$ cat config.mk
export PLATFORM = sky130hd
export DESIGN_NAME = counter_seq_b4
export DESIGN_NICKNAME = d
export VERILOG_FILES = /design/src/rtl/counter_seq_b4.sv
export SDC_FILE = /design/constraint.sdc
export NUM_CORES = 1
export LEC_CHECK = 0
export CAP_MARGIN = 40
export CORE_AREA = 2 2 75 77
export DETAILED_ROUTE_END_ITERATION = 10
export DIE_AREA = 0 0 77 79
export GPL_ROUTABILITY_DRIVEN = 1
export PLACE_DENSITY = 0.82
export RECOVER_POWER = 100
export SYNTH_ARGS = -nofsm -noshare
export SYNTH_HDL_FRONTEND = slang
export SYNTH_SLANG_ARGS = --single-unit
$ cat constraint.sdc
create_clock -name sq_clk -period 3.1 [get_ports sq_clk]
set_input_delay 0.62 -clock sq_clk [delete_from_list [all_inputs] [get_ports sq_clk]]
set_output_delay 0.62 -clock sq_clk [all_outputs]
set_load 0.005 [all_outputs]
$ cat src/rtl/counter_seq_b4.sv
// Command sequencer for the 4-bit mode counter: queues mode/load/length
// commands, issues them back-to-back, and tallies counter ripple-carry.
//
// Ports:
//   sq_clk, sq_reset        clock, synchronous active-low reset
//   sq_cmd_valid/_ready     command handshake into the FIFO
//   sq_cmd_mode/_data/_len  command payload (len = cycles - 1)
//   sq_abort                flush queue and stop issuing
//   sq_rco                  ripple-carry from the counter
//   sq_enable/_mode/_D      registered counter controls
//   sq_busy, sq_done        activity flag, per-command completion pulse
//   sq_rco_cnt              saturating tally of enabled rco cycles
module counter_seq_b4 #(
  parameter int DEPTH = 4,
  parameter int LEN_W = 4
) (
  input  logic             sq_clk,
  input  logic             sq_reset,
  input  logic             sq_cmd_valid,
  output logic             sq_cmd_ready,
  input  logic [1:0]       sq_cmd_mode,
  input  logic [3:0]       sq_cmd_data,
  input  logic [LEN_W-1:0] sq_cmd_len,
  input  logic             sq_abort,
  input  logic             sq_rco,
  output logic             sq_enable,
  output logic [1:0]       sq_mode,
  output logic [3:0]       sq_D,
  output logic             sq_busy,
  output logic             sq_done,
  output logic [7:0]       sq_rco_cnt
);

  localparam int AW = $clog2(DEPTH);
  localparam int CW = AW + 1;

  typedef enum logic {IDLE, RUN} state_t;

  typedef struct packed {
    logic [1:0]       mode;
    logic [3:0]       data;
    logic [LEN_W-1:0] len;
  } cmd_t;

  cmd_t             mem_q [DEPTH];
  logic [AW-1:0]    wr_q, rd_q;
  logic [CW-1:0]    cnt_q, cnt_d;
  state_t           state_q;
  logic [LEN_W-1:0] rem_q;
  logic             en_q, done_q, busy_q;
  logic [1:0]       mode_q;
  logic [3:0]       d_q;
  logic [7:0]       rco_q;

  logic push, pop, last, run_d, busy_d;
  cmd_t head;

  // Ready depends only on reset, abort and occupancy, never on valid.
  assign sq_cmd_ready = sq_reset & ~sq_abort & (cnt_q < CW'(DEPTH));
  assign push = sq_cmd_valid & sq_cmd_ready;
  assign last = (state_q == RUN) && (rem_q == '0);
  // Pop when idle, or on the final cycle of the running command so the
  // next one follows without an enable gap.
  assign pop  = (cnt_q != '0) && ((state_q == IDLE) || last);
  assign head = mem_q[rd_q];

  always_comb begin
    cnt_d = cnt_q;
    unique case ({push, pop})
      2'b10:   cnt_d = cnt_q + CW'(1);
      2'b01:   cnt_d = cnt_q - CW'(1);
      default: cnt_d = cnt_q;
    endcase
  end

  assign run_d  = pop | ((state_q == RUN) & ~last);
  assign busy_d = run_d | (cnt_d != '0);

  always_ff @(posedge sq_clk) begin
    if (push) begin
      mem_q[wr_q] <= '{mode: sq_cmd_mode,
                       data: sq_cmd_data,
                       len:  sq_cmd_len};
    end
  end

  always_ff @(posedge sq_clk) begin
    if (!sq_reset || sq_abort) begin
      wr_q    <= '0;
      rd_q    <= '0;
      cnt_q   <= '0;
      state_q <= IDLE;
      rem_q   <= '0;
      en_q    <= 1'b0;
      mode_q  <= 2'b00;
      d_q     <= 4'h0;
      done_q  <= 1'b0;
      busy_q  <= 1'b0;
    end else begin
      if (push) wr_q <= wr_q + AW'(1);
      if (pop)  rd_q <= rd_q + AW'(1);
      cnt_q  <= cnt_d;
      busy_q <= busy_d;
      done_q <= last;
      if (pop) begin
        state_q <= RUN;
        en_q    <= 1'b1;
        mode_q  <= head.mode;
        d_q     <= head.data;
        rem_q   <= head.len;
      end else if (last) begin
        state_q <= IDLE;
        en_q    <= 1'b0;
        mode_q  <= 2'b00;
        d_q     <= 4'h0;
      end else if (state_q == RUN) begin
        rem_q <= rem_q - LEN_W'(1);
      end
    end
  end

  // The tally survives abort; only reset clears it.
  always_ff @(posedge sq_clk) begin
    if (!sq_reset) begin
      rco_q <= 8'd0;
    end else if (sq_rco && en_q && rco_q != 8'hFF) begin
      rco_q <= rco_q + 8'd1;
    end
  end

  assign sq_enable  = en_q;
  assign sq_mode    = mode_q;
  assign sq_D       = d_q;
  assign sq_done    = done_q;
  assign sq_busy    = busy_q;
  assign sq_rco_cnt = rco_q;

endmodule

==> results of run 1 <==
Yosys cell counts, drive strengths merged, types with 2 or more instances:
| cell | count |
|---|---|
| mux2i | 2 |
| clkbuf | 3 |
| a31oi | 6 |
| a22oi | 8 |
| a211oi | 2 |
| edfxtp | 40 |
| and3 | 4 |
| nor2 | 19 |
| dfxtp | 30 |
| nand4 | 3 |
| o21ai | 7 |
| or3 | 3 |
| and2 | 4 |
| buf | 3 |
| mux4 | 10 |
| nor3b | 2 |
| nand2 | 13 |
| xnor2 | 4 |
| xor2 | 2 |
| ha | 7 |
| nand3 | 3 |
| a21oi | 7 |
| inv | 9 |
power breakdown:
group	internal (mW)	switching, mW
Clock	0.276	0.302
Sequential	0.990	0.00722
Combinational	0.0403	0.0431
Total	1.31	0.352
registers in the layout, summed over array words and instances, names as in the netlist, named ones only:
signal and cells:
mem_q 40, sq_rco_cnt 8, rem_q 4, sq_D 4
cnt_q 3, rd_q 2, sq_mode 2, wr_q 2
sq_busy 1, sq_done 1, sq_enable 1
metrics by stage:
| stage | hold WS, ns | util, % | power, mW | setup WS, ns | instances |
|---|---|---|---|---|---|
| after CTS | 0.495 | 63.5 | 1.68 | 0.405 | 322 |
| final | 0.490 | 63.0 | 1.66 | 0.294 | 322 |
| after global routing | 0.548 | 63.0 | 1.72 | 0.199 | 322 |
| after detailed placement | 0.485 | 60.7 | 1.11 | 0.283 | 308 |
| after floorplan | 0.456 | - | 1.07 | 0.666 | 206 |
| after global placement | 0.478 | 60.7 | 1.10 | 0.337 | 308 |
placed cells by master (no fill, tap or decap), drive strengths merged, types with 7 or more instances in the layout:
master,n
ha,7
nor2,19
nand2,13
dfxtp,30
clkbuf,14
mux4,10
a21oi,7
dlygate4sd3,28
edfxtp,40
o21ai,7
inv,9
a22oi,8
final timing paths:
kind                       end  slack (ns)
setup / recovery  sq_cmd_ready        0.29
hold / removal        rem_q[1]        0.49
setup reg to reg      cnt_q[2]        0.53
hold reg to reg       rem_q[1]        0.49
layer usage:
layer	wire length [um]	global-route usage [%]	part of all wire, %
met1	2200	22.2	43
met2	2560	31.5	51
met3	216	5.23	4.3
met4	76	6.96	1.5
met5	0	0	0
area by class of cell:
type	instances	area, sq um
multi-input combinational	121	952
clock buffer	11	131
fill	431	1980
tap	72	90.1
sequential	70	1800
inverter	9	33.8
clock inverter	3	13.8
timing repair buffer	36	339
cell families after synthesis:
family | Yosys count | synth area share, %
XOR/XNOR | 6 | 1.85
buffers and inverters | 15 | 2.47
flip-flops | 70 | 63.5
AND/OR/NAND/NOR | 59 | 10.8
adder cells (fa/ha/maj) | 8 | 3.79
multiplexers | 12 | 8.77
AO/OA/AOI/OAI | 36 | 8.77
worst max-delay path, stage by stage:
cell and delay (ns):
dlygate4sd3_1 0.54, nand2b_1 0.20, buf_4 0.23, nor2_1 0.10, clkdlybuf4s50_1 0.50
==> summary by stage, run 1 <==
Cells and area
Compared with the post-synthesis result, the final layout area differs by 18.5%. The diode insertion count for antenna repair is 0. The final cell area excluding filler cells is between 3000 and 4000 sq um. The share of post-route cells with drive strength above 1 is roughly 10%. The number of nets at the end of the flow is 270.

CTS
The clock drives 70 sinks. The number of gates resized after cts is 0. The buffer depth of the longest clock path is 2. The root cell of the clock tree is clkbuf_8. The clock transition at the registers of the reported paths is 0.07 ns. TritonCTS built the clock tree. Buffers inserted to repair hold after CTS numbered 0. The post-CTS repair timing setup buffer count is 0.

The clock latency on the worst-skew pair is 0.33 ns. The number of clock buffers added by TritonCTS is 9. The count of H-tree levels built during CTS is 3.

Place
The placed standard-cell area is between 3000 and 4000 sq um. The placer congestion estimate is between 0.7 and 0.8. The count of port buffers added during placement is 32. Detailed placement ended at an HPWL of 3510 um.

Power
VDD sags by at most 0.288 mV. For this design the ratio of total power to cell area is 494 nW/um^2. For this design the static power due to leakage is 1.16 nW.

Critical path
The element type at the critical path end is a primary output. The startpoint-to-endpoint class of the critical path is primary input to primary output. The timing startpoint of the critical path is sq_abort. The worst reg2reg path startpoint is rem_q[0]. The critical path required time is between 2 and 2.5 ns.

The nature of the critical path startpoint is a primary input. The number of cells on the worst reg-to-reg path is 9. In this run the worst path has a maximum fanout of 20. The arrival time of data at the critical path endpoint is 2.19 ns.

Status
The run finished with clean final reports.

Global route
The number of global-route vias before repair is 1,703. Global routing finished with a remaining overflow of 0. The pin count of the biggest net entering global routing is 21. The first-pass GRT wire length is ~8300 um. The initial antenna violation count is 0. The overall fraction of global-route tracks in use is a little under a fifth.

Detailed routing
In the final routed layout, each cell accounts on average for around 16 um. The remaining number of nets flagged by the antenna check after routing is 0. The iteration-0 DRC count of the detailed router is 84.

The first TritonRoute pass finished after 4 iterations. Across all layers, the routed design uses about 1,800 vias. In the routed layout, each cell is associated on average with a via count of 5.44. The final wirelength is around 5000 um. The DRC violations left is 0.

Logic synthesis
The warning count from the yosys run is 0. By area the synthesized netlist is led by edfxtp_1 (42%), dfxtp_1 (21%), mux4_2 (7.9%). Summing every instance area after synthesis gives 2840 sq um. The cell count after synthesis is approximately 200.

The post-synthesis sequential area ratio is between 60% and 70%. The number of enable-type register cells in the synthesized netlist is 40. In the synthesized netlist the dominant register cell turns out to be edfxtp_1. The cell type contributing the most total cell area after synthesis is edfxtp_1. The post-synthesis cell type count is 44. The synthesized design devotes to its leading area cell type 42.3% of total area. The share of async-settable or async-resettable flops after synthesis is 0%. A synthesized cell averages between 10 and 15 sq um. The number of nets in the synthesized netlist is around 230.

The count of state elements after synthesis is 70.

STA
The number of endpoints failing setup at the final stage is 0. Clock skew on the completed layout was measured at 0.00656 ns. The clock period could shrink to roughly 2.8 ns. After layout, the worst path uses 90.5% of the clock period. The number of max-slew violations in the final report is 0. The relative slew slack is around half.

The achievable clock frequency is ~0.36 GHz. Setup repair after global routing left no endpoint under its margin. The final hold violation count is 0. The total negative slack is 0 ns. At the pin with the least slew margin, the transition time is around 0.72 ns.

Floorplan
Once the floorplan was initialized, standard cells occupied between 50% and 60% of the core. The standard cell core area is around 5300 sq um. The floorplan has 27 rows. The die covers between 6000 and 7000 sq um. 33 I/O pins were placed. Measured along the y axis, the die boundary spans a little under 80 um. The die is ~77 um wide.

Flow run
The max-cap check violation count is 0.

Min path
The worst hold-check path type is flop to flop. Along the worst hold path, the cell count comes to 2. In this run the most critical hold path is launched from rem_q[1].
Power figures use the tool's default switching activity.
==> run 2: changes to the inputs <==
--- a/config.mk
+++ b/config.mk
@@ -6,11 +6,12 @@
 export NUM_CORES = 1
 export LEC_CHECK = 0
 export CAP_MARGIN = 40
-export CORE_AREA = 2 2 75 77
+export CORE_AREA = 2 2 69 71
 export DETAILED_ROUTE_END_ITERATION = 10
-export DIE_AREA = 0 0 77 79
+export DIE_AREA = 0 0 71 73
+export DONT_BUFFER_PORTS = 1
 export GPL_ROUTABILITY_DRIVEN = 1
-export PLACE_DENSITY = 0.82
+export PLACE_DENSITY = 0.85
 export RECOVER_POWER = 100
 export SYNTH_ARGS = -nofsm -noshare
 export SYNTH_HDL_FRONTEND = slang
==> constraint.sdc (replaced) <==
create_clock -name sq_clk -period 3.4 [get_ports sq_clk]
set_input_delay 0.68 -clock sq_clk [delete_from_list [all_inputs] [get_ports sq_clk]]
set_output_delay 0.68 -clock sq_clk [all_outputs]
set_load 0.005 [all_outputs]
==> summary by stage, run 2 (synthesized netlist as in run 1, its figures left out) <==
CTS
The count of H-tree levels built during CTS is 3 (unchanged). The root cell of the clock tree is clkbuf_8. The number of gates resized after cts is 0 (unchanged).

The clock latency on the worst-skew pair is 0.35 ns (+0.02 ns). TritonCTS built the clock tree. The number of buffers created by CTS was 9 (unchanged). The post-CTS repair timing setup buffer count is 0 (unchanged). The buffer depth of the longest clock path was 2 (unchanged).

The clock transition at the registers of the reported paths was 0.08 ns (about the same). The total clock sinks is 70 (unchanged). The number of hold buffers added after CTS was 0 (unchanged).

Cells and area
The diode insertion count for antenna repair was 0 (unchanged). The count of placed standard cells in the final layout, fillers left out is 272 (-16%). The filler cell count is 286 (-34%). Compared with the post-synthesis result, the final layout area differs by 10.4%. Counting flops per register, the top entry is mem_q. The most frequent standard cell in the layout excluding fill and tap cells is edfxtp_1. The share of post-route cells with drive strength above 1 is 12.8% (+2.8 points). The flip-flop count of the largest register, all copies and words added is 40 (unchanged). The number of nets at the end of the flow was 236 (-13%). Leaving out fill and tap cells, the most frequent cells in the layout are edfxtp_1 (40), dfxtp_1 (30), nor2_1 (19).

The final cell area excluding filler cells came to 3130 sq um (-6.8%).

Power
The fraction of power consumed by sequential logic is 49.8% (-10 points). The power density over cell area was 583 nW/um^2 (+18%). The part of the total power dissipated in the clock network is 47.4% (+13 points). The switching share of power was 19.4% (-1.9 points). The part of the total power dissipated in combinational logic is 2.8% (-2.2 points). The internal power contribution was 1.47 mW (+13%).

The net switching power is 0.354 mW (+0.35%). The total leakage power is 1.04 nW (-11%). The overall power came to 1.83 mW (+10%). The maximum resistive drop on vdd is 0.430 mV (+49%).

Critical path
The worst-path cell with the longest stage delay is nor3b_1. The worst setup path is of the primary input to flop kind. The arrival time of data at the critical path endpoint came to 2.92 ns (+0.73 ns). The worst reg-to-reg path cell count is 9 (unchanged). The maximum net fanout on the critical path is 8 (-60%). The worst setup slack for register-to-register paths was 0.86 ns (+0.33 ns). The worst reg2reg path startpoint is rem_q[0].

Traced cell by cell, the critical path runs through nand2b_1 > nor3b_1 > inv_1 > ha_1 > fa_1 > xnor2_1 > or3_1 > a21oi_1. The biggest cell delay along the critical path was 0.72 ns (+0.18 ns). The endpoint of the worst-slack reg-to-reg timing path is cnt_q[2].

The critical path required time is 3.67 ns (+1.19 ns). STA classifies the critical path startpoint as a primary input. The element type at the critical path end is a flop.

Detailed routing
The remaining number of nets flagged by the antenna check after routing is 0 (unchanged). The average detailed-routed wire length per instance came to 18.4 um (+18%). The iteration-0 DRC count of the detailed router is 162 (+93%). The number of vias after detailed routing is 1,644 (-6.1%).

The DRC violations left is 0 (unchanged). The number of iterations in the first detailed-routing pass is 4 (unchanged). The final wirelength is 5020 um (-0.63%). The via density per instance came to 6.04 (+11%).

Place
The HPWL after detailed placement is 3250 um (-7.4%). The count of port buffers added during placement is 0 (-100%). The instance count after placement with tap cells included is 256 (-17%). The placer congestion estimate was 0.790 (-0.19%).

The placed standard-cell area is 2880 sq um (-11%). The worst-case setup slack after placement is 0.714 ns (+0.430 ns).

Floorplan
The standard cell core area is 4540 sq um (-15%). The total number of placement rows came to 25 (-7.4%). The total I/O pin count is 33 (unchanged). The die outline width is 71 um (-7.8%). The effective utilization at floorplan was 62.6% (+9.4 points). The die footprint is 5180 sq um (-15%).

The overall die height was 73 um (-7.6%).

STA
The worst setup slack after layout is 0.750 ns (+0.456 ns). The final hold violation count is 0 (unchanged). The transition time of the tightest slew-check pin was 0.956 ns (+0.232 ns). The number of endpoints failing setup at the final stage is 0 (unchanged). The achievable clock frequency is around 0.38 GHz. Setup repair after global routing left no endpoint under its margin. The final critical delay including setup and external delays is between 2 and 3 ns. The maximum clock skew at final layout was 0.00938 ns (+0.00283 ns). The number of max-slew violations in the final report is 0 (unchanged). The relative slew slack is 36.3% (-15 points). The total negative slack is 0 ns (unchanged). The worst path uses 77.9% of the clock period.

Global route
The first-pass GRT wire length came to 8220 um (-1.2%). The initial antenna violation count is 0 (unchanged). The remaining global-route overflow came to 0 (unchanged). The overall fraction of global-route tracks in use was 21.6% (+3.3 points). The pin count of the biggest net entering global routing came to 21 (unchanged). The number of global-route vias before repair is 1,710 (+0.41%).

Min path
The worst hold path terminates at mem_q[0][6]. The cell depth of the worst hold path is 0 (-2). The worst hold-check path type is primary input to flop. In this run the most critical hold path is launched from sq_cmd_data[2].

Flow run
The max-cap check violation count is 0 (unchanged).

Status
The flow ran to the end, and the final reports show no timing, DRC or antenna violations.
## run 2: cell count changes in the layout (fill, tap and decap cells not counted), sizes merged
cell           change
clkinv             -2
buf                -1
dlygate4sd3       -28
clkdlybuf4s50      -4
clkbuf             +1
bufinv             +2
## run 2: power groups by stage
| stage | registers [mW] | clock network, mW | logic (mW) |
|---|---|---|---|
| 6_report | 0.910 | 0.865 | 0.0516 |
| 3_5_place_dp | 0.929 | 0 | 0.0530 |
| 5_1_grt | 0.911 | 0.906 | 0.0571 |
| 3_3_place_gp | 0.929 | 0 | 0.0512 |
| 2_1_floorplan | 0.926 | 0 | 0.0454 |
| 4_1_cts | 0.910 | 0.874 | 0.0536 |
## run 2: stage by stage
step | utilization (%) | hold slack [ns]
floorplan | - | 0.456
global placement | 63.6 | 0.477
detailed placement | 63.6 | 0.485
CTS | 69.6 | 0.416
global route | 69.1 | 0.404
finish | 69.1 | 0.424
## run 2: worst max-delay path: cells and delay by family
family	cells	cell delay, ns
AOI/OAI and AO/OA	1	0.13
xor gates and xnor gates	1	0.14
adders and majority gates	2	0.65
buffers and inverters	1	0.12
and+or+nand+nor	3	1.19
## run 2: layer usage
metal | track usage [%] | wire length, um | up-vias
li1 | - | - | 791
met1 | 25.5 | 2110 | 786
met2 | 34.6 | 2440 | 56
met3 | 8.43 | 355 | 11
met4 | 11.3 | 119 | 0
met5 | 0 | 0 | -
## run 2: worst max path at each step
stage                     cells past startpoint      from  endpoint  slack (ns)
final                                         8  sq_abort  cnt_q[2]        0.75
after floorplan                               8  sq_abort  cnt_q[2]        0.91
after CTS                                     9  rem_q[0]  cnt_q[2]        0.92
after global placement                        8  sq_abort  cnt_q[2]        0.79
after global routing                          8  sq_abort  cnt_q[2]        0.53
after detailed placement                      8  sq_abort  cnt_q[2]        0.71
## run 2: final cells by class
| type | instances | area (sq um) | area share [%] |
|---|---|---|---|
| clock buffer | 13 | 203 | 6.47 |
| clock inverter | 3 | 68.8 | 2.20 |
| inverter | 9 | 33.8 | 1.08 |
| multi-input combinational | 121 | 952 | 30.4 |
| sequential | 70 | 1800 | 57.5 |
| tap | 54 | 67.6 | 2.16 |
| timing repair buffer | 2 | 7.51 | 0.240 |
==> run 3: changes to the inputs <==
--- a/config.mk
+++ b/config.mk
@@ -6,12 +6,12 @@
 export NUM_CORES = 1
 export LEC_CHECK = 0
 export CAP_MARGIN = 40
-export CORE_AREA = 2 2 69 71
+export CORE_AREA = 2 2 75 77
 export DETAILED_ROUTE_END_ITERATION = 10
-export DIE_AREA = 0 0 71 73
+export DIE_AREA = 0 0 77 79
 export DONT_BUFFER_PORTS = 1
 export GPL_ROUTABILITY_DRIVEN = 1
-export PLACE_DENSITY = 0.85
+export PLACE_DENSITY = 0.77
 export RECOVER_POWER = 100
 export SYNTH_ARGS = -nofsm -noshare
 export SYNTH_HDL_FRONTEND = slang
==> constraint.sdc (replaced) <==
create_clock -name sq_clk -period 2.2 [get_ports sq_clk]
set_input_delay 0.44 -clock sq_clk [delete_from_list [all_inputs] [get_ports sq_clk]]
set_output_delay 0.44 -clock sq_clk [all_outputs]
set_load 0.005 [all_outputs]
==> summary by stage, run 3 (synthesized netlist as in run 1, its figures left out) <==
Status
The flow ran to the end, and the final reports show no timing, DRC or antenna violations.

Detailed routing
The DRC violations left is 0 (unchanged). The average detailed-routed wire length per instance came to 17.4 um (-5.6%). The number of vias after detailed routing is 1,746 (+6.2%). The number of iterations in the first detailed-routing pass is 5 (+1). The final wirelength is 5280 um (+5.2%). The iteration-0 DRC count of the detailed router is 51 (-69%). The via density per instance is 5.76 (-4.7%). The remaining number of nets flagged by the antenna check after routing is 0 (unchanged).

CTS
The count of H-tree levels built during CTS was 3 (unchanged). The clock latency on the worst-skew pair is 0.34 ns (about the same). The buffer depth of the longest clock path is 2 (unchanged).

The number of hold buffers added after CTS is 0 (unchanged). The number of buffers created by CTS is 9 (unchanged). The total clock sinks is 70 (unchanged). The root buffer cell chosen for the clock tree is clkbuf_8. TritonCTS built the clock tree.

The clock transition at the registers of the reported paths is 0.07 ns (about the same).

STA
The number of max-slew violations in the final report is 0 (unchanged). The relative slew slack was 65.4% (+29 points). The final critical path takes up 97.0% of the cycle.

The final critical delay including setup and external delays is 2.13 ns. The number of endpoints failing setup at the final stage came to 0 (unchanged). The worst setup slack after layout is 0.0671 ns (-0.683 ns). The final hold violation count was 0 (unchanged). The maximum clock skew at final layout was 0.00616 ns (-0.00323 ns). For this run, the top clock speed supported by timing is about 0.47 GHz.

The total negative slack came to 0 ns (unchanged). The transition time of the tightest slew-check pin is 0.518 ns (-0.438 ns).

Critical path
Walking the worst path, the cells encountered are inv_2 > ha_4 > or3b_4 > a21oi_4 > ha_4 > fa_2 > xnor2_1 > or3_1 > a21oi_2. On the critical path the largest part of the delay comes from simple AND/OR/NAND/NOR gates. Among the stages of the critical path, the cell type that occurs most often is ha_4. STA classifies the critical path endpoint as a flop.

The startpoint-to-endpoint class of the critical path is flop to flop. The nature of the critical path startpoint is a flop. The worst-path cell with the longest stage delay is or3b_4. The worst setup slack for register-to-register paths is 0.07 ns (-0.79 ns). The maximum net fanout on the critical path is 5 (-3). The arrival time of data at the critical path endpoint came to 2.41 ns (-0.51 ns). The critical path required time is 2.47 ns (-1.20 ns). The combined buffer and inverter count along the critical path is 1 (unchanged).

The biggest cell delay along the critical path was 0.40 ns (-0.32 ns).

Cells and area
The final cell area excluding filler cells came to 3260 sq um (+4.1%). The filler cell count is 428 (+50%). The register bank with the most flops is mem_q.

The most frequent standard cell in the layout excluding fill and tap cells is edfxtp_1. The utilization of the core after routing came to 61.1% (-8.0 points). In the layout the commonest cells are edfxtp_1 (40), dfxtp_1 (28), nor2_1 (19). The flip-flop count of the largest register, all copies and words added is 40 (unchanged).

The diode insertion count for antenna repair was 0 (unchanged). The share of post-route cells with drive strength above 1 came to 22.9% (+10 points). The number of nets at the end of the flow is 249 (+5.5%). Compared with the post-synthesis result, the final layout area differs by 14.9%.

Min path
The path class of the tightest hold or removal check is primary input to flop.

Power
The power density over cell area was 802 nW/um^2 (+38%). The part of the total power dissipated in the clock network is 42.3% (-5.1 points). The overall power is 2.62 mW (+43%). The fraction of power consumed by sequential logic is 53.7% (+3.9 points). The maximum resistive drop on vdd is 0.555 mV (+29%). The net switching power came to 0.502 mW (+42%). The total leakage power is 1.09 nW (+4.9%). The part of the total power dissipated in combinational logic is 4.0% (+1.2 points).

The switching share of power is 19.2% (-0.17 points). The internal power contribution is 2.11 mW (+44%).

Place
The placed standard-cell area is 2980 sq um (+3.3%). The count of port buffers added during placement came to 0 (unchanged). The HPWL after detailed placement is 3440 um (+6.0%). The placer congestion estimate is 0.800 (+1.2%).

The worst-case setup slack after placement is 0.0688 ns (-0.645 ns).

Floorplan
The effective utilization at floorplan is 53.2% (-9.4 points). The overall die height was 79 um (+8.2%). The total I/O pin count is 33 (unchanged). The die footprint came to 6080 sq um (+17%). The die outline width came to 77 um (+8.5%).

The standard cell core area is 5340 sq um (+18%). The total number of placement rows is 27 (+8.0%).

Global route
The overall fraction of global-route tracks in use was 18.6% (-3.0 points). The first-pass GRT wire length is 8310 um (+1.1%). The initial antenna violation count is 0 (unchanged). The remaining global-route overflow is 0 (unchanged). The number of global-route vias before repair is 1,716 (+0.35%). The pin count of the biggest net entering global routing is 21 (unchanged).

Flow run
The max-cap check violation count is 0 (unchanged).
[run 3: worst paths after layout]
check,start,end,cells past startpoint
worst max-delay path,rem_q[1],cnt_q[2],9
worst min-delay path,sq_cmd_len[0],mem_q[3][0],0
worst max register to register,rem_q[1],cnt_q[2],9
worst min register to register,rem_q[1],rem_q[1],2
[run 3: power groups by stage]
stage / logic (mW) / clock network (mW) / registers (mW)
2_1_floorplan: 0.0722 / 0 / 1.43
3_3_place_gp: 0.0900 / 0 / 1.43
3_5_place_dp: 0.0931 / 0 / 1.43
4_1_cts: 0.0935 / 1.14 / 1.41
5_1_grt: 0.113 / 1.20 / 1.41
6_report: 0.105 / 1.11 / 1.41
[run 3: layout make-up]
cell class	count	area, sq um	share of cell area (%)
inverter	9	33.8	1.04
clock buffer	12	145	4.45
multi-input combinational	121	1000	30.8
clock inverter	4	72.6	2.22
timing repair buffer	15	113	3.45
tap	72	90.1	2.76
sequential	70	1800	55.3
[run 3: through the flow]
step | instances | hold WS [ns]
2_1_floorplan | 206 | 0.456
3_3_place_gp | 282 | 0.476
3_5_place_dp | 282 | 0.496
4_1_cts | 298 | 0.168
5_1_grt | 303 | 0.157
6_report | 303 | 0.192
[run 3: timing repair]
item | CTS | global route
endpoints found under the setup margin | 0 | 1
buffers inserted | 0 | 5
resized for setup | 0 | 7
[run 3: worst register-to-register path: cells and delay by family, from the launching register on]
kind / cells / cell delay [ns]
XOR/XNOR: 1 / 0.08
AO/OA/AOI/OAI: 2 / 0.31
adder cells (fa/ha/maj): 3 / 0.51
flip-flops: 1 / 0.34
AND/OR/NAND/NOR: 2 / 0.77
buffers and inverters: 1 / 0.07
[run 3: metal layers]
metal / wire, um / up-vias / GRT usage [%]
met5: 0 / - / 0
met4: 42 / 0 / 6.25
met3: 469 / 6 / 10.6
met2: 2770 / 72 / 30.9
met1: 2000 / 856 / 20.2
li1: - / 812 / -
